### config.mk
export PLATFORM = sky130hd
export DESIGN_NAME = pieo_sublist_engine_flat
export DESIGN_NICKNAME = d
export VERILOG_FILES = /design/src/rtl/pieo_sublist_engine_pkg.sv /design/src/rtl/pieo_sublist_engine_if.sv /design/src/rtl/pieo_sublist_engine_first_set.sv /design/src/rtl/pieo_sublist_engine.sv /design/src/flat_wrapper.sv
export SDC_FILE = /design/constraint.sdc
export NUM_CORES = 1
export LEC_CHECK = 0
export ABC_AREA = 0
export CAP_MARGIN = 40
export CORE_ASPECT_RATIO = 1.1
export CORE_MARGIN = 5
export CORE_UTILIZATION = 36
export CTS_CLUSTER_DIAMETER = 120
export DETAILED_ROUTE_END_ITERATION = 10
export GPL_ROUTABILITY_DRIVEN = 0
export GPL_TIMING_DRIVEN = 1
export PLACE_DENSITY = 0.57
export SYNTH_ARGS = -nofsm -noshare
export SYNTH_HDL_FRONTEND = slang
export SYNTH_SLANG_ARGS = --single-unit
export TNS_END_PERCENT = 1
### constraint.sdc
create_clock -name clk -period 12.84 [get_ports clk]
set_input_delay 3.21 -clock clk [delete_from_list [all_inputs] [get_ports clk]]
set_output_delay 3.21 -clock clk [all_outputs]
set_load 0.02 [all_outputs]
### src/rtl/pieo_sublist_engine_pkg.sv
// Shared definitions for the PIEO sublist engine: default widths, empty-rank
// fill value, FSM state encoding and the send-time width helper.
// Optional feature macro used by this slice: PIEO_SUBLIST_DEQ_BY_ID_EN.
package pieo_pkg;

    localparam int unsigned DEF_DEPTH     = 8;
    localparam int unsigned DEF_RANK_W    = 4;
    localparam int unsigned DEF_TIME_W    = 6;
    localparam int unsigned DEF_ID_W      = 3;
    localparam int unsigned DEF_META_W    = 9;
    localparam int unsigned DEF_ELIG_MODE = 0;

    // All-ones rank marks an empty slot / infinity; sliced to RANK_W by users.
    localparam logic [31:0] EMPTY_RANK = '1;

    typedef enum logic [1:0] {
        ST_IDLE,
        ST_DEQ_EVAL,
        ST_DEQ_EXTRACT
    } pieo_state_e;

    // Bucket mode carries a bucket index, time mode a full timestamp.
    function automatic int unsigned st_width(input int unsigned elig_mode,
                                             input int unsigned time_w);
        return (elig_mode != 0) ? $clog2(time_w) : time_w;
    endfunction

endpackage

### src/rtl/pieo_sublist_engine_if.sv
// Enqueue / dequeue / response bundle of one PIEO sublist engine.
// PIEO_SUBLIST_DEQ_BY_ID_EN adds the dequeue-by-id request fields.
interface pieo_sublist_engine_if
    import pieo_pkg::*;
#(
    parameter int unsigned RANK_W = DEF_RANK_W,
    parameter int unsigned TIME_W = DEF_TIME_W,
    parameter int unsigned ID_W   = DEF_ID_W,
    parameter int unsigned META_W = DEF_META_W,
    parameter int unsigned ST_W   = DEF_TIME_W
) ();

    logic              enq_valid;
    logic              enq_ready;
    logic [ID_W-1:0]   enq_id;
    logic [RANK_W-1:0] enq_rank;
    logic [ST_W-1:0]   enq_send_time;
    logic [META_W-1:0] enq_meta;

    logic              deq_valid;
    logic              deq_ready;
    logic [TIME_W-1:0] deq_time;
`ifdef PIEO_SUBLIST_DEQ_BY_ID_EN
    logic              deq_by_id;
    logic [ID_W-1:0]   deq_id;
`endif

    logic              rsp_valid;
    logic              rsp_hit;
    logic [ID_W-1:0]   rsp_id;
    logic [RANK_W-1:0] rsp_rank;
    logic [ST_W-1:0]   rsp_send_time;
    logic [META_W-1:0] rsp_meta;

    modport master (
        output enq_valid, enq_id, enq_rank, enq_send_time, enq_meta,
        output deq_valid, deq_time,
`ifdef PIEO_SUBLIST_DEQ_BY_ID_EN
        output deq_by_id, deq_id,
`endif
        input  enq_ready, deq_ready,
        input  rsp_valid, rsp_hit, rsp_id, rsp_rank, rsp_send_time, rsp_meta
    );

    modport slave (
        input  enq_valid, enq_id, enq_rank, enq_send_time, enq_meta,
        input  deq_valid, deq_time,
`ifdef PIEO_SUBLIST_DEQ_BY_ID_EN
        input  deq_by_id, deq_id,
`endif
        output enq_ready, deq_ready,
        output rsp_valid, rsp_hit, rsp_id, rsp_rank, rsp_send_time, rsp_meta
    );

endinterface

### src/rtl/pieo_sublist_engine_first_set.sv
// Lowest-set-bit priority encoder: returns the index of the lowest set bit
// of vec and whether any bit was set.
module pieo_first_set #(
    parameter int unsigned W     = 8,
    parameter int unsigned IDX_W = (W > 1) ? $clog2(W) : 1
) (
    input  logic [W-1:0]     vec,
    output logic [IDX_W-1:0] idx,
    output logic             found
);

    // Scan from the top down so the lowest set bit is the last one written.
    always_comb begin
        idx   = '0;
        found = 1'b0;
        for (int unsigned i = W; i > 0; i--) begin
            if (vec[i-1]) begin
                idx   = IDX_W'(i - 1);
                found = 1'b1;
            end
        end
    end

endmodule

### src/rtl/pieo_sublist_engine.sv
// PIEO sublist engine: DEPTH-entry register array sorted by rank (ascending,
// FIFO among equal ranks). Enqueue inserts in one cycle; dequeue evaluates
// eligibility, then extracts the lowest eligible entry two cycles after
// acceptance. Summary outputs feed the PIEO pointer array.
// Optional feature: PIEO_SUBLIST_DEQ_BY_ID_EN (dequeue by element id).
module pieo_sublist_engine
    import pieo_pkg::*;
#(
    parameter int unsigned DEPTH     = DEF_DEPTH,
    parameter int unsigned RANK_W    = DEF_RANK_W,
    parameter int unsigned TIME_W    = DEF_TIME_W,
    parameter int unsigned ID_W      = DEF_ID_W,
    parameter int unsigned META_W    = DEF_META_W,
    parameter int unsigned ELIG_MODE = DEF_ELIG_MODE,
    parameter int unsigned ST_W      = st_width(ELIG_MODE, TIME_W)
) (
    input  logic                          clk,
    input  logic                          rst_n,
    pieo_sublist_engine_if.slave          bus,
    output logic [$clog2(DEPTH+1)-1:0]    num,
    output logic                          full,
    output logic [RANK_W-1:0]             smallest_rank,
    output logic [ST_W-1:0]               smallest_send_time
);

    localparam int unsigned IDX_W = $clog2(DEPTH);
    localparam int unsigned NUM_W = $clog2(DEPTH + 1);
    localparam logic [RANK_W-1:0] EMPTY_R = EMPTY_RANK[RANK_W-1:0];

    typedef struct packed {
        logic [ID_W-1:0]   id;
        logic [RANK_W-1:0] rank;
        logic [ST_W-1:0]   send_time;
        logic [META_W-1:0] meta;
    } elem_t;

    localparam elem_t EMPTY_ELEM = '{id: '0, rank: EMPTY_R, send_time: '0, meta: '0};

    pieo_state_e       state_q, state_d;
    elem_t             ent_q [DEPTH];
    elem_t             ent_d [DEPTH];
    logic [DEPTH-1:0]  valid_q, valid_d;
    logic [DEPTH-1:0]  mask_q, mask_d;
    logic [TIME_W-1:0] deq_time_q, deq_time_d;
    logic [NUM_W-1:0]  num_q, num_d;
    logic              full_q, full_d;
    logic [RANK_W-1:0] srank_q, srank_d;
    logic [ST_W-1:0]   sst_q, sst_d;
    logic              rsp_valid_q, rsp_valid_d;
    logic              rsp_hit_q, rsp_hit_d;
    elem_t             rsp_elem_q, rsp_elem_d;
`ifdef PIEO_SUBLIST_DEQ_BY_ID_EN
    logic              by_id_q, by_id_d;
    logic [ID_W-1:0]   deq_id_q, deq_id_d;
    logic [DEPTH-1:0]  match_vec;
`endif

    elem_t             new_elem;
    logic [DEPTH-1:0]  ins_vec;
    logic [IDX_W-1:0]  ins_idx;
    logic              ins_found;
    logic [DEPTH-1:0]  elig_vec;
    logic [DEPTH-1:0]  sel_vec;
    logic [IDX_W-1:0]  ext_idx;
    logic              ext_found;
    logic              idle;
    logic              deq_fire;
    logic              enq_fire;

    assign new_elem = {bus.enq_id, bus.enq_rank, bus.enq_send_time, bus.enq_meta};
    assign idle     = (state_q == ST_IDLE);
    // Dequeue has priority; enqueue is held off while a dequeue is requested.
    assign deq_fire = idle & bus.deq_valid;
    assign enq_fire = idle & bus.enq_valid & ~bus.deq_valid & ~full_q & ins_found;

    assign bus.enq_ready     = idle & ~full_q & ~bus.deq_valid;
    assign bus.deq_ready     = idle;
    assign bus.rsp_valid     = rsp_valid_q;
    assign bus.rsp_hit       = rsp_hit_q;
    assign bus.rsp_id        = rsp_elem_q.id;
    assign bus.rsp_rank      = rsp_elem_q.rank;
    assign bus.rsp_send_time = rsp_elem_q.send_time;
    assign bus.rsp_meta      = rsp_elem_q.meta;

    assign num                = num_q;
    assign full               = full_q;
    assign smallest_rank      = srank_q;
    assign smallest_send_time = sst_q;

    // Insert slot: first invalid entry or first entry ranked strictly higher,
    // which keeps equal ranks in arrival order.
    for (genvar g = 0; g < DEPTH; g++) begin : g_ins
        assign ins_vec[g] = ~valid_q[g] | (ent_q[g].rank > bus.enq_rank);
    end

    pieo_first_set #(.W(DEPTH), .IDX_W(IDX_W)) u_ins_pos (
        .vec   (ins_vec),
        .idx   (ins_idx),
        .found (ins_found)
    );

    if (ELIG_MODE == 0) begin : g_time
        for (genvar g = 0; g < DEPTH; g++) begin : g_e
            assign elig_vec[g] = (ent_q[g].send_time <= deq_time_q);
        end
    end else begin : g_bucket
        // Bucket indices beyond TIME_W read zero-padded bitmap bits.
        localparam int unsigned BM_W = 1 << ST_W;
        logic [BM_W-1:0] bm;
        assign bm = BM_W'(deq_time_q);
        for (genvar g = 0; g < DEPTH; g++) begin : g_e
            assign elig_vec[g] = bm[ent_q[g].send_time];
        end
    end

`ifdef PIEO_SUBLIST_DEQ_BY_ID_EN
    for (genvar g = 0; g < DEPTH; g++) begin : g_match
        assign match_vec[g] = (ent_q[g].id == deq_id_q);
    end
    assign sel_vec = by_id_q ? match_vec : elig_vec;
`else
    assign sel_vec = elig_vec;
`endif

    pieo_first_set #(.W(DEPTH), .IDX_W(IDX_W)) u_ext_pos (
        .vec   (mask_q),
        .idx   (ext_idx),
        .found (ext_found)
    );

    // Next-state, array insert/extract and response generation.
    always_comb begin
        state_d     = state_q;
        ent_d       = ent_q;
        valid_d     = valid_q;
        mask_d      = mask_q;
        deq_time_d  = deq_time_q;
        num_d       = num_q;
        rsp_valid_d = 1'b0;
        rsp_hit_d   = 1'b0;
        rsp_elem_d  = '0;
`ifdef PIEO_SUBLIST_DEQ_BY_ID_EN
        by_id_d     = by_id_q;
        deq_id_d    = deq_id_q;
`endif
        case (state_q)
            ST_IDLE: begin
                if (deq_fire) begin
                    state_d    = ST_DEQ_EVAL;
                    deq_time_d = bus.deq_time;
`ifdef PIEO_SUBLIST_DEQ_BY_ID_EN
                    by_id_d    = bus.deq_by_id;
                    deq_id_d   = bus.deq_id;
`endif
                end else if (enq_fire) begin
                    if (ins_idx == '0) begin
                        ent_d[0]   = new_elem;
                        valid_d[0] = 1'b1;
                    end
                    for (int unsigned i = 1; i < DEPTH; i++) begin
                        if (IDX_W'(i) > ins_idx) begin
                            ent_d[i]   = ent_q[i-1];
                            valid_d[i] = valid_q[i-1];
                        end else if (IDX_W'(i) == ins_idx) begin
                            ent_d[i]   = new_elem;
                            valid_d[i] = 1'b1;
                        end
                    end
                    num_d = num_q + NUM_W'(1);
                end
            end
            ST_DEQ_EVAL: begin
                mask_d  = valid_q & sel_vec;
                state_d = ST_DEQ_EXTRACT;
            end
            ST_DEQ_EXTRACT: begin
                rsp_valid_d = 1'b1;
                if (ext_found) begin
                    rsp_hit_d  = 1'b1;
                    rsp_elem_d = ent_q[ext_idx];
                    for (int unsigned i = 0; i < DEPTH - 1; i++) begin
                        if (IDX_W'(i) >= ext_idx) begin
                            ent_d[i]   = ent_q[i+1];
                            valid_d[i] = valid_q[i+1];
                        end
                    end
                    ent_d[DEPTH-1]   = EMPTY_ELEM;
                    valid_d[DEPTH-1] = 1'b0;
                    num_d            = num_q - NUM_W'(1);
                end
                state_d = ST_IDLE;
            end
            default: state_d = ST_IDLE;
        endcase
    end

    // Summary values derived from the next array so they move with it.
    always_comb begin
        full_d  = (num_d == NUM_W'(DEPTH));
        srank_d = ent_d[0].rank;
        sst_d   = '1;
        for (int unsigned i = 0; i < DEPTH; i++) begin
            if (valid_d[i] && (ent_d[i].send_time < sst_d)) begin
                sst_d = ent_d[i].send_time;
            end
        end
    end

    // FSM state register.
    always_ff @(posedge clk or negedge rst_n) begin
        if (!rst_n) begin
            state_q <= ST_IDLE;
        end else begin
            state_q <= state_d;
        end
    end

    // Array, mask, summary and response registers.
    always_ff @(posedge clk or negedge rst_n) begin
        if (!rst_n) begin
            for (int unsigned i = 0; i < DEPTH; i++) begin
                ent_q[i] <= EMPTY_ELEM;
            end
            valid_q     <= '0;
            mask_q      <= '0;
            deq_time_q  <= '0;
            num_q       <= '0;
            full_q      <= 1'b0;
            srank_q     <= '1;
            sst_q       <= '1;
            rsp_valid_q <= 1'b0;
            rsp_hit_q   <= 1'b0;
            rsp_elem_q  <= '0;
`ifdef PIEO_SUBLIST_DEQ_BY_ID_EN
            by_id_q     <= 1'b0;
            deq_id_q    <= '0;
`endif
        end else begin
            ent_q       <= ent_d;
            valid_q     <= valid_d;
            mask_q      <= mask_d;
            deq_time_q  <= deq_time_d;
            num_q       <= num_d;
            full_q      <= full_d;
            srank_q     <= srank_d;
            sst_q       <= sst_d;
            rsp_valid_q <= rsp_valid_d;
            rsp_hit_q   <= rsp_hit_d;
            rsp_elem_q  <= rsp_elem_d;
`ifdef PIEO_SUBLIST_DEQ_BY_ID_EN
            by_id_q     <= by_id_d;
            deq_id_q    <= deq_id_d;
`endif
        end
    end

endmodule

### src/flat_wrapper.sv
// flat-port wrapper written by rule: the top's interface ports become plain ports
module pieo_sublist_engine_flat import pieo_pkg::*;
#(
    parameter int unsigned DEPTH     = DEF_DEPTH,
    parameter int unsigned RANK_W    = DEF_RANK_W,
    parameter int unsigned TIME_W    = DEF_TIME_W,
    parameter int unsigned ID_W      = DEF_ID_W,
    parameter int unsigned META_W    = DEF_META_W,
    parameter int unsigned ELIG_MODE = DEF_ELIG_MODE,
    parameter int unsigned ST_W      = st_width(ELIG_MODE, TIME_W)
)
  (clk, rst_n, num, full, smallest_rank, smallest_send_time, bus_enq_valid, bus_enq_id, bus_enq_rank, bus_enq_send_time, bus_enq_meta, bus_deq_valid, bus_deq_time, bus_enq_ready, bus_deq_ready, bus_rsp_valid, bus_rsp_hit, bus_rsp_id, bus_rsp_rank, bus_rsp_send_time, bus_rsp_meta);
  pieo_sublist_engine_if #(.RANK_W(RANK_W), .TIME_W(TIME_W), .ID_W(ID_W), .META_W(META_W), .ST_W(ST_W)) bus_i ();
  input  logic clk;
  input  logic rst_n;
  output logic [$clog2(DEPTH+1)-1:0] num;
  output logic full;
  output logic [RANK_W-1:0] smallest_rank;
  output logic [ST_W-1:0] smallest_send_time;
  input wire logic [$bits(bus_i.enq_valid)-1:0] bus_enq_valid;
  input wire logic [$bits(bus_i.enq_id)-1:0] bus_enq_id;
  input wire logic [$bits(bus_i.enq_rank)-1:0] bus_enq_rank;
  input wire logic [$bits(bus_i.enq_send_time)-1:0] bus_enq_send_time;
  input wire logic [$bits(bus_i.enq_meta)-1:0] bus_enq_meta;
  input wire logic [$bits(bus_i.deq_valid)-1:0] bus_deq_valid;
  input wire logic [$bits(bus_i.deq_time)-1:0] bus_deq_time;
  output wire logic [$bits(bus_i.enq_ready)-1:0] bus_enq_ready;
  output wire logic [$bits(bus_i.deq_ready)-1:0] bus_deq_ready;
  output wire logic [$bits(bus_i.rsp_valid)-1:0] bus_rsp_valid;
  output wire logic [$bits(bus_i.rsp_hit)-1:0] bus_rsp_hit;
  output wire logic [$bits(bus_i.rsp_id)-1:0] bus_rsp_id;
  output wire logic [$bits(bus_i.rsp_rank)-1:0] bus_rsp_rank;
  output wire logic [$bits(bus_i.rsp_send_time)-1:0] bus_rsp_send_time;
  output wire logic [$bits(bus_i.rsp_meta)-1:0] bus_rsp_meta;
  assign bus_i.enq_valid = bus_enq_valid;
  assign bus_i.enq_id = bus_enq_id;
  assign bus_i.enq_rank = bus_enq_rank;
  assign bus_i.enq_send_time = bus_enq_send_time;
  assign bus_i.enq_meta = bus_enq_meta;
  assign bus_i.deq_valid = bus_deq_valid;
  assign bus_i.deq_time = bus_deq_time;
  assign bus_enq_ready = bus_i.enq_ready;
  assign bus_deq_ready = bus_i.deq_ready;
  assign bus_rsp_valid = bus_i.rsp_valid;
  assign bus_rsp_hit = bus_i.rsp_hit;
  assign bus_rsp_id = bus_i.rsp_id;
  assign bus_rsp_rank = bus_i.rsp_rank;
  assign bus_rsp_send_time = bus_i.rsp_send_time;
  assign bus_rsp_meta = bus_i.rsp_meta;
  pieo_sublist_engine #(.DEPTH(DEPTH), .RANK_W(RANK_W), .TIME_W(TIME_W), .ID_W(ID_W), .META_W(META_W), .ELIG_MODE(ELIG_MODE), .ST_W(ST_W)) u_core (.clk(clk), .rst_n(rst_n), .bus(bus_i), .num(num), .full(full), .smallest_rank(smallest_rank), .smallest_send_time(smallest_send_time));
endmodule
# Yosys cells after proc, flatten, opt, wreduce, memory -nomap -nowiden
# Cells that the tools add are included.
# totals
rom_bits,0
latch_bits,0
input_bits,32
reg_bits,235
ram_bits,0
n_memories,0
# classes
mul,0
n_bitwise,27
n_mux,106
n_addsub,2
div,0
magnitude_cmp,39
eq_ne,29
n_shift,0
reduce_logical,20
# ops
operator,count
two-way mux 22 bit,26
two-way mux 176 bit,3
one-hot mux 176 bit (2 select lines),1
binary-select mux 22 bit (select 3 bit),1
less-or-equal comparator 6 bit,8
two-way mux 3 bit,16
two-way mux 6 bit,8
less-than comparator 6 bit,7
AND reduction 6 bit,7
two-way mux 1 bit,41
greater-than comparator 4 bit,8
two-way mux 8 bit,3
inequality test 3 bit (second input constant),7
inequality test 2 x 1 -> 1 bit (second input constant),8
one-hot mux 8 bit (2 select lines),1
equality test 3 bit (first input constant),4
greater-than comparator 3 bit (first input constant),4
two-way mux 4 bit,3
inverter 1 bit,10
greater-or-equal comparator 3 bit (first input constant),3
bitwise AND 8 bit,1
logical AND 1 bit,8
inequality test 2 bit (second input constant),4
bitwise OR 1 bit,8
other kinds (23),33

# Depth between registers and ports, before layout
# Gate-level depths: netlist of the first run.
# logic_depth
word_depth,40
ltp_mapped,73

# Cells and area by module
# From an unflattened synthesis of the first run, not the netlist that was laid out.
# unflattened
hier_cells,1778
hier_area_um2,16369.4
# by_module_without_submodules
module,n_inst,area_per_inst_um2,seq_area_each_um2,cells_per_inst
pieo_sublist_engine,1,16209.3,5928.2,1752
pieo_first_set,2,80.1,0.0,13

# Worst setup path before layout of the first run
# OpenSTA, ideal clock, no wires.
# synth_path
path_type,input-to-reg
from,in bus_enq_rank[2]
to,reg u_core.sst_q[2] (netlist: u_core.smallest_send_time[2])
slack_ns,-3.153
t_required_ns,12.758
t_arrival_ns,15.911
cell_stages,68
setup_time_ns,0.082
cell_sequence,inv_1 -> ha_1 -> a21oi_1 -> o221ai_1 -> a21boi_0 -> a21oi_1 -> o211ai_1 -> nand2_1 -> a21oi_1 -> mux2i_1 -> a21oi_1 -> o221ai_1 -> inv_1 -> ha_1 -> a21o_1 -> nand2_1 -> a311o_1 -> o311ai_1 -> [32 not listed] -> mux2i_1 -> ha_1 -> a21oi_1 -> o21ai_0 -> nor3_1 -> o21ai_0 -> inv_1 -> a41oi_4 -> mux2i_1 -> ha_1 -> a21o_1 -> a21o_1 -> a21oi_1 -> nand2_1 -> nor3_1 -> o211ai_1 -> nand2_1 -> mux2_2
# synth_lines
element,line_no,text
from (decl),flat_wrapper.sv:22,input wire logic [$bits(bus_i.enq_rank)-1:0] bus_enq_rank;
to (signal assigned),pieo_sublist_engine.sv:246,sst_q <= sst_d;
to (decl),pieo_sublist_engine.sv:48,"logic [ST_W-1:0] sst_q, sst_d;"

==> results of run 1 <==
==> placed cells by master, fill, tap and decap left out, types with 7 or more instances in the layout <==
cell type        count
buf_6                9
nor2_1              92
clkbuf_1             7
a221oi_1             8
nand2_1            190
a31oi_1              9
dfrtp_1            197
buf_4              282
o21ai_2              8
nand4_1             21
o221ai_1            20
a21oi_1             83
o21a_1              29
a22oi_1             99
or2_2                7
o22ai_1             34
a221o_1              9
mux2i_2              7
a211oi_1             8
clkdlybuf4s50_1     67
nor3_1              20
o211ai_1            10
a22o_1               8
o21ai_0            141
a21o_1              20
a222oi_1            37
or3_1               12
dfstp_2             38
nand3_1             33
ha_4                19
inv_1               94
mux4_2              44
o31ai_1              9
clkbuf_16           29
ha_1                92
nor2b_1             13
nand2b_1            14
mux2i_1             77
==> repair_timing <==
item,4_1_cts,5_1_grt
buffers inserted,54,7
pin swaps,46,32
resized for setup,63,26
endpoints found under the setup margin,6,6
==> flip-flops by register name, summed over array words and instances (netlist names) <==
| name | flops |
|---|---|
| u_core.full | 1 |
| u_core.bus.rsp_hit | 1 |
| u_core.bus.rsp_id | 3 |
| u_core.ent_q | 176 |
| u_core.bus.rsp_send_time | 6 |
| u_core.num | 4 |
| u_core.mask_q | 8 |
| u_core.bus.rsp_valid | 1 |
| u_core.smallest_send_time | 6 |
| u_core.deq_time_q | 6 |
| u_core.bus.rsp_meta | 9 |
| u_core.valid_q | 8 |
| u_core.state_q | 2 |
| u_core.bus.rsp_rank | 4 |
==> metal layers <==
metal / global-route usage, % / part of all wire, % / up-vias
met3: 4.107 / 8.4 / 276
met4: 14.94 / 7.1 / 0
met1: 32.82 / 39 / 8163
met5: 0 / 0 / -
met2: 41.92 / 46 / 985
li1: - / - / 7337
==> cells by family (layout without fill, tap and decap cells) <==
logic type / count (synthesis) / after routing / share of synthesized area, %
AO/OA/AOI/OAI: 620 / 620 / 26.10
AND/OR/NAND/NOR: 454 / 454 / 12.65
adder cells (fa/ha/maj): 113 / 113 / 8.547
other: 0 / 1 / 0
flip-flops: 235 / 235 / 35.90
XOR/XNOR: 3 / 3 / 0.1592
multiplexers: 136 / 136 / 11.62
buffers and inverters: 215 / 523 / 5.009
==> critical path, delay by kind of cell <==
kind / cells / cell delay [ns]
compound gates: 28 / 4.98
fa+ha+maj: 6 / 1.82
buf+inv: 28 / 3.69
mux: 4 / 0.90
simple gates: 6 / 1.04
==> worst min path at each step <==
stage | from | end | slack (ns) | depth (start not counted)
2_1_floorplan | u_core.mask_q[4]$_DFFE_PN0N_ | u_core.mask_q[4]$_DFFE_PN0N_ | 0.46 | 2
3_3_place_gp | u_core.mask_q[4]$_DFFE_PN0N_ | u_core.mask_q[4]$_DFFE_PN0N_ | 0.48 | 2
3_5_place_dp | u_core.ent_q[38]$_DFFE_PN1P_ | u_core.ent_q[38]$_DFFE_PN1P_ | 0.49 | 2
4_1_cts | u_core.ent_q[37]$_DFFE_PN1P_ | u_core.ent_q[37]$_DFFE_PN1P_ | 0.50 | 2
5_1_grt | u_core.mask_q[4]$_DFFE_PN0N_ | u_core.mask_q[4]$_DFFE_PN0N_ | 0.51 | 2
6_report | u_core.mask_q[4]$_DFFE_PN0N_ | u_core.mask_q[4]$_DFFE_PN0N_ | 0.50 | 2
==> layout make-up <==
type / instances / area, µm² / area share, %
timing repair buffer: 369 / 3097 / 14.37
clock buffer: 39 / 793.3 / 3.681
inverter: 102 / 392.9 / 1.823
clock inverter: 13 / 207.7 / 0.9637
multi-input combinational: 1326 / 10400 / 48.23
antenna: 1 / 2.502 / 0.01161
tap: 588 / 735.7 / 3.414
sequential: 235 / 5928 / 27.51
==> metrics by stage <==
| step | hold WS [ns] | setup slack, ns | setup TNS (ns) | cells | cell area [µm²] |
|---|---|---|---|---|---|
| 6_report | 0.4951 | -2.287 | -13.42 | 2673 | 21550 |
| 5_1_grt | 0.5108 | -2.911 | -17.09 | 2672 | 21550 |
| 4_1_cts | 0.4962 | -1.882 | -11.07 | 2665 | 21340 |
| 3_5_place_dp | 0.4867 | -3.328 | -19.64 | 2559 | 19660 |
| 3_3_place_gp | 0.4800 | -2.832 | -16.75 | 2552 | 19490 |
| 2_1_floorplan | 0.4583 | -2.068 | -11.75 | 1776 | 16670 |
==> qor.yml, run 1 <==
cp_slowest_cell: "ha_1"
syn_avg_cell_area_um2: 9.297
dieWidth_um: 214.2
fin_ws_ns: -2.287
rr_endpoint: "u_core.smallest_send_time[5]$_DFF_PN1_"
synth_area_um2: 16510
startpoint_type: "input pin"
num_rows: 82
timing_worst_setup_path_type: "input pin to flip-flop"
yosysMostFrequentCell: "dfrtp_1"
syn_inst: 1776
cp_data_arrival_time_ns: 15.63
cts_made_buffers: 29
syn_nets: 1920
rrSetupSlack_ns: 0.14
initial_utilization_pct: 36.33
worst_setup_path_end_kind: "flip-flop"
yosysSeqAreaShare_pct: 35.90
viasPerCell: 6.270
totalWireLength_um: 67800
num_vias: 16760
cts_root_buffer: "clkbuf_16"
layout_min_cycle_time_ns: 15.13
clk_latency_ns: 0.60
cts_tree: "yes"
path_max_fanout: 7
slew_viol_final: 0
async_reset_ff_share_pct: 100.0
netlist.top_cell.by_area: "dfrtp_1"
overflow: 0
drc_errors: 0
dieArea_um2: 50260
fin_nets: 2207
tightest_slew_ns: 1.064
cts_max_level: 1
yosysTopAreaCellShare_pct: 29.86
nFillCells: 4240
rr_worst_depth: 70
antenna_found_initial: 1
layout-drive-gt1-share_pct: 26.54
period_share_pct: 117.8
slew_headroom_pct: 29.06
failed_checks: "negative setup slack"
grt_start_max_net_pins: 100
endpoint: "u_core.smallest_send_time[5]$_DFF_PN1_"
clkTransAtPathRegs_ns: 0.06
crit_top_cell: "buf_4"
ys.flop_type: "dfrtp_1"
startpoint: "bus_enq_rank[3]"
synth-edff-count: 0
fmax_ghz: 0.06611
drt_iter0_drc: 2145
port-buffer-count: 72
cts_max_path_buffers: 3
wire_per_inst_um: 25.36
syn_to_final_growth_pct: 30.52
grt_pass1_vias: 16920
ys_top_cells_by_count: "dfrtp_1 (197), nand2_1 (195), o21ai_0 (152)"
cts_sinks: 235
cp.required_ns: 13.35
maxCapViolations: 0
drtPass1Iterations: 8
fin_util_pct: 47.42
netlist-cell-type-count: 88
fp.coreArea_um2: 45450
cts_hold_buf: 0
skew_ns: 0.02637
slowest_delay_ns: 0.34
grt_pass1_wl_um: 103300
setup_viol: 6
ys_warn_count: 0
hpwl_um: 46280
hold_viol: 0
status: "complete, but fails checks"
rr_startpoint: "u_core.ent_q[62]$_DFFE_PN1P_"
antenna_left: 0
yosys-top-cells-area: "dfrtp_1 (30%), ha_1 (8.5%), dfstp_2 (6.0%)"
rsz0062_at_grt: "true"
ioPinCount: 73
hp-class: "flip-flop to flip-flop"
synth-seq-cells: 235
gr-usage-all-layers_pct: 25.84
die-height_um: 234.6
Power of run 1 is left out: the tool's default activity adds up to more than one toggle a clock period on the data nets, which glitch-free logic cannot reach.
==> run 2: changes to the inputs <==
--- a/config.mk
+++ b/config.mk
@@ -14,7 +14,8 @@
 export DETAILED_ROUTE_END_ITERATION = 10
 export GPL_ROUTABILITY_DRIVEN = 0
 export GPL_TIMING_DRIVEN = 1
-export PLACE_DENSITY = 0.57
+export PLACE_DENSITY = 0.63
+export SLEW_MARGIN = 10
 export SYNTH_ARGS = -nofsm -noshare
 export SYNTH_HDL_FRONTEND = slang
 export SYNTH_SLANG_ARGS = --single-unit
==> run 2 against run 1 <==
The flow still finishes with violations (negative setup slack); wire length down 3.9%; highest routed layer unchanged; first-iteration DRC count up 8.7%; design area down 3.6%; clock-buffer cell count up 3; register-to-register slack better by 0.24 ns; critical path type unchanged; via count down 0.91%; non-clock buffer count down 50; fmax up 0.91%; global-route usage down 1.0 points; sequential share of layout area up 1.0 points; hold slack better by 0.0051 ns; die area unchanged.
==> qor.yml, run 2 (synthesis gave the netlist of run 1 again) <==
status: "complete, but fails checks"
failed_checks: "negative setup slack"
wl_met3_um: 6627  # +16%
slew_viol_final: 0  # unchanged
skew_ns: 0.02406  # -0.002308 ns
viasPerCell: 6.337  # +1.1%
hold_viol: 0  # unchanged
period_share_pct: 116.7  # -1.1 points
fin_ws_ns: -2.150  # +0.1369 ns
overflow: 0  # unchanged
cp.required_ns: 13.35  # about the same
clkTransAtPathRegs_ns: 0.06  # about the same
slew_headroom_pct: 37.70  # +8.6 points
fp.coreArea_um2: 45450  # unchanged
largest_reg_flops: 176  # unchanged
hp-class: "flip-flop to flip-flop"
min_from: "u_core.ent_q[38]$_DFFE_PN1P_"
drtPass1Iterations: 6  # -2
worst_setup_path_end_kind: "flip-flop"
rr_startpoint: "u_core.ent_q[40]$_DFFE_PN1P_"
rrSetupSlack_ns: 0.38  # +0.24 ns
tightest_slew_ns: 0.9346  # -0.1295 ns
cts_sinks: 235  # unchanged
seqCellArea_um2: 5928  # unchanged
cts_hold_buf: 0  # unchanged
final_cell_mix: "buf_4 (235), dfrtp_1 (197), nand2_1 (193)"
dr_wl_met2_um: 29850  # -3.9%
antenna_left: 0  # unchanged
num_vias: 16610  # -0.91%
dieArea_um2: 50260  # unchanged
wl_met1_um: 24350  # -7.1%
fin_nets: 2156  # -2.3%
syn_to_final_growth_pct: 25.80
hpwl_um: 45130  # -2.5%
cts_root_buffer: "clkbuf_16"
rr_endpoint: "u_core.smallest_send_time[3]$_DFF_PN1_"
grt_start_max_net_pins: 120  # +20%
whs_endpoint: "u_core.ent_q[38]$_DFFE_PN1P_"
layout_min_cycle_time_ns: 14.99  # -0.1369 ns
layout-drive-gt1-share_pct: 22.28  # -4.3 points
antenna_found_initial: 0  # -1
rr_worst_depth: 70  # unchanged
hold_depth: 2  # unchanged
die-height_um: 234.6  # unchanged
highest_layer: "met4"
insertedDiodeCount: 0  # -1
setup_tns_ns: -12.70  # +0.7169 ns
nFillCells: 4265  # +0.59%
grt_pass1_wl_um: 99830  # -3.4%
rsz0062_at_grt: "true"
cts_max_level: 1  # unchanged
gr-usage-all-layers_pct: 24.82  # -1.0 points
cts_tree: "yes"
initial_utilization_pct: 36.33  # unchanged
top_register: "u_core.ent_q"
dieWidth_um: 214.2  # unchanged
setup_viol: 6  # unchanged
timing_worst_setup_path_type: "input pin to flip-flop"
multiInputGateArea_um2: 10050  # -3.3%
wire_per_inst_um: 24.86  # -2.0%
path_max_fanout: 8  # +1
cp_slowest_cell: "ha_1"
port-buffer-count: 72  # unchanged
final_common_cell: "buf_4"
startpoint_type: "input pin"
cts_made_buffers: 28  # -3.4%
clk_latency_ns: 0.59  # about the same
cts_max_path_buffers: 3  # unchanged
num_rows: 82  # unchanged
slowest_delay_ns: 0.30  # -0.04 ns
drc_errors: 0  # unchanged
drt_iter0_drc: 2331  # +8.7%
fmax_ghz: 0.06671  # +0.91%
grt_pass1_vias: 16830  # -0.56%
totalWireLength_um: 65150  # -3.9%
ioPinCount: 73  # unchanged
cp_data_arrival_time_ns: 15.50  # -0.13 ns
maxCapViolations: 0  # unchanged
-- run 2: changes by cell type in the layout (fill, tap and decap cells not counted), moves of 5 or more --
cell,delta
buf_4,-47
buf_6,-8
ha_1,+16
ha_4,-15
nor2_1,+5
-- run 2: worst max-delay path by stage --
stage,from,end,slack (ns),depth (start not counted)
floorplan,bus_enq_rank[2],u_core.smallest_send_time[2]$_DFF_PN1_,-2.07,68
global placement,bus_enq_rank[1],u_core.smallest_send_time[4]$_DFF_PN1_,-2.85,70
detailed placement,bus_enq_rank[1],u_core.smallest_send_time[3]$_DFF_PN1_,-3.25,68
CTS,bus_enq_rank[0],u_core.smallest_send_time[3]$_DFF_PN1_,-2.03,70
global route,bus_enq_rank[1],u_core.smallest_send_time[3]$_DFF_PN1_,-3.09,74
finish,bus_enq_rank[1],u_core.smallest_send_time[3]$_DFF_PN1_,-2.15,73
-- run 2: final cells by class --
| class | count | area share, % |
|---|---|---|
| multi-input combinational | 1326 | 48.39 |
| sequential | 235 | 28.54 |
| timing repair buffer | 319 | 13.20 |
| clock buffer | 42 | 3.867 |
| tap | 588 | 3.542 |
| inverter | 102 | 1.879 |
| clock inverter | 9 | 0.5782 |
-- run 2: metrics by stage --
step	utilization, %	worst slack [ns]	instance area [µm²]	hold slack (ns)	std cells
after floorplan	-	-2.068	16670	0.4583	1776
after global placement	42.84	-2.851	19470	0.4836	2547
after detailed placement	43.31	-3.249	19680	0.4898	2557
after CTS	45.61	-2.031	20730	0.5014	2619
after global routing	45.70	-3.086	20770	0.5317	2621
final	45.70	-2.150	20770	0.5002	2621
-- run 2: metal layers --
layer	GRT usage, %	vias up
li1	-	7227
met1	30.99	8097
met2	40.20	1025
met3	4.930	260
met4	14.19	0
met5	0	-
-- run 2: worst max-delay path, delay by kind of cell --
family | cells | cell delay [ns]
multiplexers | 6 | 1.26
AND/OR/NAND/NOR | 14 | 1.58
AO/OA/AOI/OAI | 37 | 6.16
buffers and inverters | 8 | 1.00
adder cells (fa/ha/maj) | 8 | 2.28
-- run 2: repair_timing --
item,in CTS,in global routing
resized for setup,19,2
buffers inserted,11,1
setup endpoints to repair,6,6
pin swaps,21,1
hold endpoints to repair,0,0
Power of run 2 is left out for the same reason.
==> variant: new RTL, config.mk and constraints of run 1 <==
Change the package constant `DEF_META_W` from 9 to 18.
--- a/src/rtl/pieo_sublist_engine_pkg.sv
+++ b/src/rtl/pieo_sublist_engine_pkg.sv
@@ -7,7 +7,7 @@
     localparam int unsigned DEF_RANK_W    = 4;
     localparam int unsigned DEF_TIME_W    = 6;
     localparam int unsigned DEF_ID_W      = 3;
-    localparam int unsigned DEF_META_W    = 9;
+    localparam int unsigned DEF_META_W    = 18;
     localparam int unsigned DEF_ELIG_MODE = 0;
 
     // All-ones rank marks an empty slot / infinity; sliced to RANK_W by users.
Interface: changed (resized bus_enq_meta and bus_rsp_meta); port bits go from 73 to 91. No check against the original RTL was run, so the function may have changed too.
==> variant against run 1 <==
- the flow still finishes with violations (setup timing)
- setup slack worse by 0.28 ns
- synthesized cell count up 19%
- first-iteration DRC count grew 28%
- area after synthesis increased by 23%
- wire length increased by 20%
- cell area increased by 22%
- global-route usage fell by 0.17 points
- count of clock-buffer cells in the layout is 22 higher
- sequential cell count increased by 81
==> variant: results (changes against run 1) <==
Status
  • Status: complete, but fails checks
  • Failing checks: setup timing

Finish
  • Max reg flops: 248 (+41%)
  • Diodes inserted: 0 (-1)
  • Final Non-Filler Cells: 3,230 (+21%)

Worst setup path
  • Flop-to-flop setup slack: -0.29 ns (-0.43 ns)
  • Crit path DAT: 15.89 ns (+0.26 ns)
  • Register-to-Register Path Depth: 78 (+11%)
  • Reg2reg start: u_core.ent_q[242]
  • Crit path largest cell delay: 0.32 ns (-0.02 ns)

Logic synthesis
  • Unique masters post-synth: 95 (+8.0%)
  • Commonest cells post-synth: 325 x nand2_1, 278 x dfrtp_1, 127 x a21oi_1
  • Syn Nets: 2,262 (+18%)
  • Synth area leaders: dfrtp_1 34%, ha_1 6.9%, mux4_2 6.9%

STA
  • Setup WS post-layout: -2.56 ns (-0.278 ns)
  • Final setup violating endpoints: 6 (unchanged)
  • Hold Slack: 0.500 ns (+0.00537 ns)

GRT
  • M1 GR Usage: 32.6% (-0.21 points)
  • First-pass GRT wire length: 124 mm (+20%)
  • Total GRT Usage: 25.7% (-0.17 points)
  • M3 GR Usage: 4.41% (+0.30 points)

Detailed routing
  • Met3 routed WL: 7.01 mm (+23%)
  • Number of DRC markers in iteration 0: 2,756 (+28%)

Worst hold path
  • Hold Path Depth: 1 (-1)
  • Hold Crit Start: u_core.num[3]

Clock tree
  • Setup Fix Bufs, Post-CTS: 63 (+17%)
  • CTS H-tree depth: 2 (+1)
  • Worst skew pair latency: 0.57 ns (-0.03 ns)

Placement
  • Placed cells: 3,092 (+21%)
  • Post-DP HPWL: 53.7 mm (+16%)
variant: changes by cell type after synthesis, sizes merged, moves of 37 or more:
cell    change
a22oi      -73
dfrtp      +81
nand2     +131
a222oi     +39
a22o       +57
clkbuf     +38
a21oi      +37
a221o      +83
variant: logic make-up after synthesis:
| family | Yosys count | synth area share (%) |
|---|---|---|
| compound gates | 715 | 26.3 |
| simple gates | 580 | 12.7 |
| flops | 316 | 39.1 |
| buf+inv | 263 | 5.03 |
| mux | 120 | 9.78 |
| fa+ha+maj | 112 | 6.89 |
| xor+xnor | 3 | 0.129 |
variant: layout make-up:
class / instances / area (um2)
multi-input combinational: 1530 / 12000
clock buffer: 61 / 1160
fill: 5256 / 29700
clock inverter: 12 / 103
timing repair buffer: 468 / 3860
tap: 744 / 931
sequential: 316 / 7960
inverter: 99 / 392
variant: worst max-delay path, delay by kind of cell:
kind,cells,cell delay (ns)
simple gates,15,1.68
fa+ha+maj,7,1.76
compound gates,39,6.84
mux,1,0.26
buf+inv,18,2.11
